===== src/rtl/pipeline_stall_controller.sv =====
// -----------------------------------------------------------------------------
// pipeline_stall_controller
//   Central sequencer for the 5-stage pipeline register enables and flushes.
//   Combines the ID-stage hazard stall, ID-resolved branch/jump redirects and a
//   fixed-latency mul/div unit in EX. It also keeps saturating stall/flush
//   performance counters.
//
// Parameters
//   MD_CYCLES  total EX freeze cycles per mul/div op, issue cycle included (2..15)
//   CNT_W      width of each performance counter
//
// Ports
//   clk, rst      rising-edge clock, asynchronous active-high reset
//   stall_hz      hazard-detector stall request (combinational)
//   br_taken_ID   taken branch/jump resolved in ID
//   md_start_EX   mul/div instruction in EX this cycle
//   cnt_clr       synchronous clear of both counters
//   pc_wr_en, ifid_wr_en, idex_wr_en       pipeline register write enables
//   ifid_flush, idex_bubble, exmem_bubble  NOP insertion controls
//   md_busy       controller is waiting on the mul/div unit
//   md_done       last freeze cycle; result lands in EX/MEM at the next edge
//   stall_cnt     cycles with the PC held (BOOT excluded), saturating
//   flush_cnt     cycles with an IF/ID flush in RUN, saturating
// -----------------------------------------------------------------------------
module pipeline_stall_controller #(
  parameter int unsigned MD_CYCLES = 4,
  parameter int unsigned CNT_W     = 16
) (
  input  logic             clk,
  input  logic             rst,
  input  logic             stall_hz,
  input  logic             br_taken_ID,
  input  logic             md_start_EX,
  input  logic             cnt_clr,
  output logic             pc_wr_en,
  output logic             ifid_wr_en,
  output logic             ifid_flush,
  output logic             idex_wr_en,
  output logic             idex_bubble,
  output logic             exmem_bubble,
  output logic             md_busy,
  output logic             md_done,
  output logic [CNT_W-1:0] stall_cnt,
  output logic [CNT_W-1:0] flush_cnt
);

  typedef enum logic [1:0] {
    BOOT    = 2'd0,
    RUN     = 2'd1,
    MD_WAIT = 2'd2
  } state_t;

  // The issue cycle counts as the first freeze cycle, and md_cnt == 0 marks
  // the last MD_WAIT cycle, hence the load value of MD_CYCLES-2.
  localparam logic [3:0] MD_LOAD = 4'(MD_CYCLES - 2);

  state_t           state_q, state_d;
  logic [3:0]       md_cnt_q, md_cnt_d;
  logic [CNT_W-1:0] stall_cnt_q, stall_cnt_d;
  logic [CNT_W-1:0] flush_cnt_q, flush_cnt_d;
  logic             stall_inc, flush_inc;

  function automatic logic [CNT_W-1:0] sat_inc(input logic [CNT_W-1:0] v,
                                               input logic             inc);
    if (inc && (v != {CNT_W{1'b1}})) return v + 1'b1;
    return v;
  endfunction

  // Next state and per-cycle controls. Defaults are the BOOT/reset values,
  // so an asynchronous reset drives the outputs without waiting for a clock.
  always_comb begin
    state_d      = state_q;
    md_cnt_d     = md_cnt_q;
    pc_wr_en     = 1'b0;
    ifid_wr_en   = 1'b0;
    idex_wr_en   = 1'b0;
    ifid_flush   = 1'b1;
    idex_bubble  = 1'b1;
    exmem_bubble = 1'b1;
    md_busy      = 1'b0;
    md_done      = 1'b0;
    case (state_q)
      BOOT: state_d = RUN;
      RUN: begin
        ifid_flush   = 1'b0;
        idex_bubble  = 1'b0;
        exmem_bubble = 1'b0;
        if (md_start_EX) begin
          // Freeze the front end; hazards/redirects re-present afterwards.
          exmem_bubble = 1'b1;
          md_cnt_d     = MD_LOAD;
          state_d      = MD_WAIT;
        end else if (stall_hz) begin
          // Branch operands are not valid yet, so no redirect during a stall.
          idex_bubble = 1'b1;
          idex_wr_en  = 1'b1;
        end else begin
          pc_wr_en   = 1'b1;
          ifid_wr_en = 1'b1;
          idex_wr_en = 1'b1;
          ifid_flush = br_taken_ID;
        end
      end
      MD_WAIT: begin
        ifid_flush   = 1'b0;
        idex_bubble  = 1'b0;
        exmem_bubble = 1'b1;
        md_busy      = 1'b1;
        if (md_cnt_q == 4'd0) begin
          md_done = 1'b1;
          state_d = RUN;
        end else begin
          md_cnt_d = md_cnt_q - 4'd1;
        end
      end
      default: state_d = BOOT;
    endcase
  end

  always_comb begin
    stall_inc   = (state_q != BOOT) && !pc_wr_en;
    flush_inc   = (state_q == RUN) && ifid_flush;
    stall_cnt_d = cnt_clr ? '0 : sat_inc(stall_cnt_q, stall_inc);
    flush_cnt_d = cnt_clr ? '0 : sat_inc(flush_cnt_q, flush_inc);
  end

  always_ff @(posedge clk or posedge rst) begin
    if (rst) begin
      state_q     <= BOOT;
      md_cnt_q    <= '0;
      stall_cnt_q <= '0;
      flush_cnt_q <= '0;
    end else begin
      state_q     <= state_d;
      md_cnt_q    <= md_cnt_d;
      stall_cnt_q <= stall_cnt_d;
      flush_cnt_q <= flush_cnt_d;
    end
  end

  assign stall_cnt = stall_cnt_q;
  assign flush_cnt = flush_cnt_q;

  a_ifid_needs_pc : assert property (@(posedge clk) disable iff (rst)
    !(ifid_wr_en && !pc_wr_en));
  a_single_bubble : assert property (@(posedge clk) disable iff (rst)
    !((state_q == RUN) && idex_bubble && exmem_bubble));

endmodule


===== config.mk =====
export PLATFORM = sky130hd
export DESIGN_NAME = pipeline_stall_controller
export DESIGN_NICKNAME = d
export VERILOG_FILES = /design/src/rtl/pipeline_stall_controller.sv
export SDC_FILE = /design/constraint.sdc
export NUM_CORES = 1
export LEC_CHECK = 0
export ABC_AREA = 0
export CORE_MARGIN = 10
export CORE_UTILIZATION = 25
export DETAILED_ROUTE_END_ITERATION = 8
export PLACE_DENSITY = 0.53
export RECOVER_POWER = 100
export SYNTH_ARGS = -nofsm -noshare
export SYNTH_HDL_FRONTEND = slang
export SYNTH_SLANG_ARGS = --single-unit
export TNS_END_PERCENT = 30

===== constraint.sdc =====
create_clock -name clk -period 4.3 [get_ports clk]
set_input_delay 0.86 -clock clk [delete_from_list [all_inputs] [get_ports clk]]
set_output_delay 0.86 -clock clk [all_outputs]
set_load 0.05 [all_outputs]

---- Word-level counts from Yosys, hierarchy flattened ----
Cells that the tools add are included.
cells by class
  multiplexer cells ....................... 30
  eq/ne operators ......................... 7
  reductions and logical operators ........ 13
  add/sub/neg operators ................... 3
operator list
  operator                                                                count
  16-bit 2-to-1 mux                                                       6
  16-bit by 1-bit adder with 16-bit output (second input constant)        2
  16-bit != test (second input constant)                                  2
  1-bit 2-to-1 mux                                                        16
  4-bit 2-to-1 mux                                                        2
  4-bit one-hot mux with 2 select lines                                   1
  2-bit nonzero test                                                      4
  2-bit != test (second input constant)                                   3
  2-bit one-hot mux with 3 select lines                                   1
  1-bit logical AND                                                       4
  4-bit logical NOT                                                       1
  2-bit 2-to-1 mux                                                        2
  1-bit one-hot mux with 2 select lines                                   2
  4-bit by 1-bit subtractor with 4-bit output (second input constant)     1
  3-bit AND reduction                                                     1
  2-bit by 1-bit equality test with 1-bit output (second input constant)  1
  2-bit equality test (second input constant)                             1
  2-bit logical NOT                                                       1
  2-bit AND reduction                                                     1
  1-bit logical NOT                                                       1
word-level totals
  output and inout bits ................... 40
  word-level logic and storage cells ...... 57
  flip-flop bits (word level) ............. 38

---- Longest topological paths before layout ----
Gate-level depths: netlist of the first run.
  depth in word-level cells ............... 9
  gate-level depth with buffers ........... 6

---- Worst setup path after synthesis of the first run ----
Ideal clock, no wire load.
  path kind ............................... register -> output
  start point ............................. register md_cnt_q[0]
  end point ............................... output md_done
  stages on the path, launching flop included .. 5
  arrival ................................. 2,246 ps
  path slack .............................. 1,194 ps
  buffers on the path ..................... 0
  path through ............................ dfrtp_1 inv_1 ha_1 or3b_2 nor3b_1
on the way
  cells in the longest elaborated chain, start to end .. 3
ends and longest elaborated chain
  item                      line  RTL
  start: declaration        58    logic [3:0] md_cnt_q, md_cnt_d;
  start signal: assignment  135   md_cnt_q <= md_cnt_d;
  4-bit logical NOT         109   if (md_cnt_q == 4'd0) begin
  1-bit 2-to-1 mux          109
  1-bit 2-to-1 mux          82    case (state_q)
  end: declaration          42    output logic md_done,
Every way passes these cells.

---- Final worst setup path of the first run ----
  start point ............................. input md_start_EX
  end point ............................... output ifid_flush
on the way
  cells in the longest elaborated chain, start to end .. 2
ends and longest elaborated chain
  item                                   line  RTL
  start: declaration                     33    input logic md_start_EX,
  1-bit 2-to-1 mux                       88    if (md_start_EX) begin
  1-bit one-hot mux with 2 select lines  82
  end: declaration                       37    output logic ifid_flush,
Every way passes these cells.

==> results.json, run 1 <==
{
  "cp_common_cell": "dlygate4sd3_1",
  "crit_family": "buffers and inverters",
  "power_mw": 1.06,
  "path_class": "in2out",
  "cp-start-kind": "primary input",
  "initial_core_util": 0.256,
  "ys.flop_type": "dfrtp_1",
  "grt_max_degree": 24,
  "first_pass_iters": 4,
  "die_area_sq_um": 13800,
  "setup_tns_ps": 0,
  "syn_avg_cell_area_sq_um": 9.59,
  "clock_sinks": 38,
  "drc": 0,
  "pwr_density_cell_nw_per_um2": 352,
  "antennaDiodeCount": 0,
  "final_common_cell": "dlygate4sd3_1",
  "finClkSkew_ps": 12.2,
  "cts_buffers": 5,
  "top_usage_layer": "met2",
  "fin_crit_sh": 0.862,
  "critical_path.max_stage_delay_ps": 890,
  "path_cells": "dlygate4sd3_1 -> nand2b_4 -> clkinv_4 -> nand2_1 -> o21ai_0 -> dlygate4sd3_1",
  "clockBufferDepth": 2,
  "async_flop_share": 1.00,
  "multi_input_area_sq_um": 1310,
  "clk_pin_slew_ps": 80,
  "cp-end-kind": "output port",
  "ys.warnings.count": 0,
  "critical_path.slowest_cell": "dlygate4sd3_1",
  "place_congestion": 0.801,
  "antenna_found_initial": 0,
  "grt_pass1_vias": 2031,
  "seqCellArea_sq_um": 951,
  "p_leak_nw": 1.30,
  "routed_via_density": 4.80,
  "fin_crit_ps": 3710,
  "numPortBuffers": 45,
  "yosys.area.top_type": "dfrtp_1",
  "dieHeight_um": 117,
  "final-hold-violation-count": 0,
  "drt_iter0_drc": 85,
  "syn_nets": 257,
  "grt_use_total": 0.0863,
  "yosysSeqAreaShare": 0.401,
  "rows": 35,
  "tritoncts": "yes",
  "cts-resized-gates": 0,
  "postRouteAntennaNets": 0,
  "synthCells": 247,
  "gr-usage-met2": 0.139,
  "cts_hold_buf": 0,
  "ir_drop_mv": 0.180,
  "post_drt_wl_per_cell_um": 14.3,
  "crit_fanout": 7,
  "io_pins": 46,
  "drive_gt1_frac": 0.130,
  "fmax_mhz": 270,
  "outcome": "finished with violations",
  "setup_viol": 0,
  "overflow": 0,
  "grt_pass1_wl_um": 10200,
  "synth_edf_count": 0,
  "violations": "max-capacitance violations, max-slew violations",
  "cts_htree_levels": 2,
  "ys_types": 48,
  "use_met3": 0.0326,
  "hold_class": "reg2reg",
  "grt_setup_unrepaired": "no",
  "area_growth_pct": 27.0,
  "core_area_sq_um": 9240,
  "grt.met1_usage": 0.105,
  "n_fill_cell": 969,
  "drt_wl_total_um": 6030,
  "nets": 302,
  "worst-path-buf-inv": 3,
  "cts_setup_buffers": 0,
  "synth_area_sq_um": 2370,
  "clk_latency_ps": 290,
  "relSlewSlack": -0.398,
  "worstPathArrival_ps": 2850,
  "root_buffer": "clkbuf_8",
  "die_w_um": 117,
  "drv_slew": 15,
  "num_vias": 2025,
  "drv_cap": 1,
  "cp.required_ps": 3440,
  "synth_area_leaders": "dfrtp_1, mux2_2, nor2b_1",
  "final_cell_mix": "dlygate4sd3_1, dfrtp_1, nor2_1",
  "hpwlAfterDp_um": 4480,
  "yosys.area.top_type_share": 0.401,
  "tightestPinTransition_ps": 2080,
  "ys_ff_latch": 38
}
Yosys cell counts, types with 3 or more instances:
| master | instances |
|---|---|
| nor3_1 | 6 |
| nand2_1 | 15 |
| o21ai_0 | 8 |
| nand4_1 | 8 |
| ha_1 | 4 |
| clkbuf_1 | 8 |
| nor2b_1 | 17 |
| nand2b_1 | 5 |
| inv_1 | 7 |
| dfrtp_1 | 38 |
| nor2_1 | 19 |
| or3_1 | 3 |
| nand3_1 | 10 |
| mux2_2 | 16 |
| a311oi_1 | 3 |
| and4_1 | 4 |
| or4_1 | 7 |
| nor4b_1 | 4 |
| nor4_1 | 5 |
| o31ai_1 | 7 |
| a21oi_1 | 18 |
through the flow:
| step | hold slack (ps) | instance area (sq um) | worst slack [ps] | utilization | std cells |
|---|---|---|---|---|---|
| global route | 572 | 3010 | 496 | 0.326 | 422 |
| floorplan | 482 | 2370 | 1190 | - | 247 |
| global placement | 518 | 2960 | 760 | 0.320 | 414 |
| detailed placement | 529 | 2960 | 715 | 0.320 | 414 |
| CTS | 548 | 3050 | 696 | 0.330 | 422 |
| finish | 541 | 3010 | 592 | 0.326 | 422 |
area by class of cell:
class / count / area share
flip-flops and latches: 38 / 0.316
repair buffers: 48 / 0.153
inverters: 8 / 0.0116
well taps: 129 / 0.0536
clock inverters: 2 / 0.00416
clock buffers: 6 / 0.0274
multi-input cells: 191 / 0.434
per-layer routing:
metal  vias to the layer above  part of all wire
met5                         -                 0
met4                         0            0.0048
met3                         2             0.071
met2                        46              0.47
met1                       970              0.46
li1                       1007                 -
power by group:
group / switching (mW) / total, mW / internal, mW
combinational: 0.246 / 0.366 / 0.120
clock: 0.136 / 0.265 / 0.129
sequential: 0.0375 / 0.429 / 0.391
registers in the layout, summed over array words and instances (netlist names):
| register | flops |
|---|---|
| md_cnt_q | 4 |
| stall_cnt | 16 |
| state_q | 2 |
| flush_cnt | 16 |
cell families (layout without fill, tap and decap cells):
family,Yosys count,count (layout),share of synthesized area
AO/OA/AOI/OAI,45,45,0.122
XOR/XNOR,2,2,0.00739
adder cells (fa/ha/maj),4,4,0.0211
buffers and inverters,18,64,0.0354
flip-flops,38,38,0.401
multiplexers,18,18,0.0850
AND/OR/NAND/NOR,122,122,0.328
worst paths after layout:
check	to	slack [ps]	from	depth (start not counted)
setup / recovery	ifid_flush	590	md_start_EX	6
setup reg to reg	flush_cnt[3]	1010	flush_cnt[0]	5
hold / removal	md_cnt_q[1]	540	md_cnt_q[1]	1
hold reg to reg	md_cnt_q[1]	540	md_cnt_q[1]	1
max in group asynchronous	flush_cnt[6]	1740	rst	3
min in group asynchronous	stall_cnt[1]	1210	rst	2
Power figures use the tool's default switching activity.
==> inputs of run 2 (changes only) <==
Clock period 4.3 ns to 4.8 ns, I/O delays scaled along.
==> results.json, run 2 (synthesis gave the netlist of run 1 again) <==
{
  "crit_fanout": 7,
  "hold_path_depth": 1,
  "clock_sinks": 38,
  "io_pins": 46,
  "reg2reg_depth": 6,
  "critical_path.max_stage_delay_ps": 770,
  "nets": 301,
  "tightestPinTransition_ps": 2170,
  "hold_path.startpoint": "md_cnt_q[0]",
  "cp_common_cell": "dlygate4sd3_1",
  "p_leak_nw": 1.32,
  "pwr_density_cell_nw_per_um2": 341,
  "path_cells": "dlygate4sd3_1 -> nand2b_1 -> clkinvlp_2 -> nand2_1 -> o21ai_0 -> dlygate4sd3_1",
  "clk_latency_ps": 290,
  "fin_crit_ps": 4120,
  "relSlewSlack": -0.448,
  "setup_ws_ps": 680,
  "first_pass_iters": 4,
  "path_class": "in2out",
  "outcome": "finished with violations",
  "final_cell_mix": "dlygate4sd3_1, dfrtp_1, nor2_1, a21oi_1, nor2b_1",
  "timing.rr.end": "flush_cnt[15]",
  "cts_setup_buffers": 0,
  "multi_input_area_sq_um": 1300,
  "cp.required_ps": 3840,
  "violations": "max-capacitance violations, max-slew violations",
  "ir_drop_mv": 0.174,
  "clockBufferDepth": 2,
  "critical_path.slowest_cell": "dlygate4sd3_1",
  "rrSetupSlack_ps": 2600,
  "cts_buffers": 5,
  "drv_slew": 39,
  "antennaDiodeCount": 0,
  "fin_util": 0.330,
  "cp-end-kind": "output port",
  "power_mw": 1.04,
  "finClkSkew_ps": 11.7,
  "fin_crit_sh": 0.858,
  "worstPathArrival_ps": 3160,
  "cp-start-kind": "primary input",
  "root_buffer": "clkbuf_8",
  "cts_htree_levels": 2,
  "initial_core_util": 0.256,
  "cts-resized-gates": 0,
  "drv_cap": 1,
  "grt_setup_unrepaired": "no",
  "antenna_found_initial": 0,
  "routed_via_density": 4.84,
  "cts_hold_buf": 0,
  "grt_use_total": 0.0902,
  "drc": 0,
  "numPortBuffers": 45,
  "final-hold-violation-count": 0,
  "core_area_sq_um": 9240,
  "dp_slack_ps": 982,
  "n_fill_cell": 979,
  "setup_tns_ps": 0,
  "drive_gt1_frac": 0.130,
  "rows": 35,
  "whs_endpoint": "md_cnt_q[0]",
  "finalNonFillerCells": 421,
  "area_growth_pct": 28.5,
  "fmax_mhz": 243,
  "die_w_um": 117,
  "drt_iter0_drc": 58,
  "setup_viol": 0,
  "grt_max_degree": 39,
  "num_vias": 2036,
  "clk_pin_slew_ps": 80,
  "tritoncts": "yes",
  "hold_class": "reg2reg",
  "grt_pass1_wl_um": 10600,
  "die_area_sq_um": 13800,
  "dieHeight_um": 117,
  "overflow": 0,
  "drt_wl_total_um": 6040,
  "postRouteAntennaNets": 0,
  "hpwlAfterDp_um": 4440,
  "r2r-start": "state_q[1]",
  "place_inst": 413,
  "place_congestion": 0.828,
  "grt_pass1_vias": 2070,
  "seqCellArea_sq_um": 951,
  "final_common_cell": "dlygate4sd3_1",
  "post_drt_wl_per_cell_um": 14.3
}
## run 2: cell types whose count changed in the layout (fill, tap and decap cells not counted), sizes merged
cell           before  now
clkbuf              9    6
clkinv              2    1
dlygate4sd3        43   42
bufinv              0    2
clkdlybuf4s50       2    3
buf                 0    1
## run 2: worst max path at each step
stage / startpoint / end / slack (ps) / cells after the start
finish: md_start_EX / ifid_flush / 680 / 6
global route: md_start_EX / ifid_flush / 520 / 6
CTS: stall_hz / ifid_flush / 970 / 5
detailed placement: stall_hz / ifid_flush / 980 / 5
global placement: md_start_EX / ifid_flush / 1060 / 6
floorplan: md_cnt_q[0] / md_done / 1590 / 4
## run 2: worst max-delay path, delay by kind of cell
family | cells | cell delay, ps
AO/OA/AOI/OAI | 1 | 100
buffers and inverters | 3 | 1670
AND/OR/NAND/NOR | 2 | 440
## run 2: final cells by class
cell class / count / area share
timing repair buffer: 47 / 0.152
sequential: 38 / 0.312
clock inverter: 3 / 0.0226
multi-input combinational: 191 / 0.428
tap: 129 / 0.0530
inverter: 8 / 0.0103
clock buffer: 5 / 0.0226
## run 2: power breakdown
group	internal, mW	switching [mW]	total [mW]
clock	0.209	0.126	0.335
sequential	0.350	0.0331	0.383
combinational	0.104	0.215	0.320
total	0.663	0.375	1.04
## run 2: through the flow
step,instance area [sq um],hold slack [ps]
2_1_floorplan,2370,482
3_3_place_gp,2950,520
3_5_place_dp,2950,524
4_1_cts,3090,545
5_1_grt,3050,583
6_report,3050,535
## run 2: per-layer routing
| layer | global-route usage | vias to the layer above | wire [um] |
|---|---|---|---|
| li1 | - | 1003 | - |
| met1 | 0.114 | 989 | 2860 |
| met2 | 0.143 | 42 | 2790 |
| met3 | 0.0297 | 2 | 356 |
| met4 | 0.0235 | 0 | 29 |
| met5 | 0 | - | 0 |
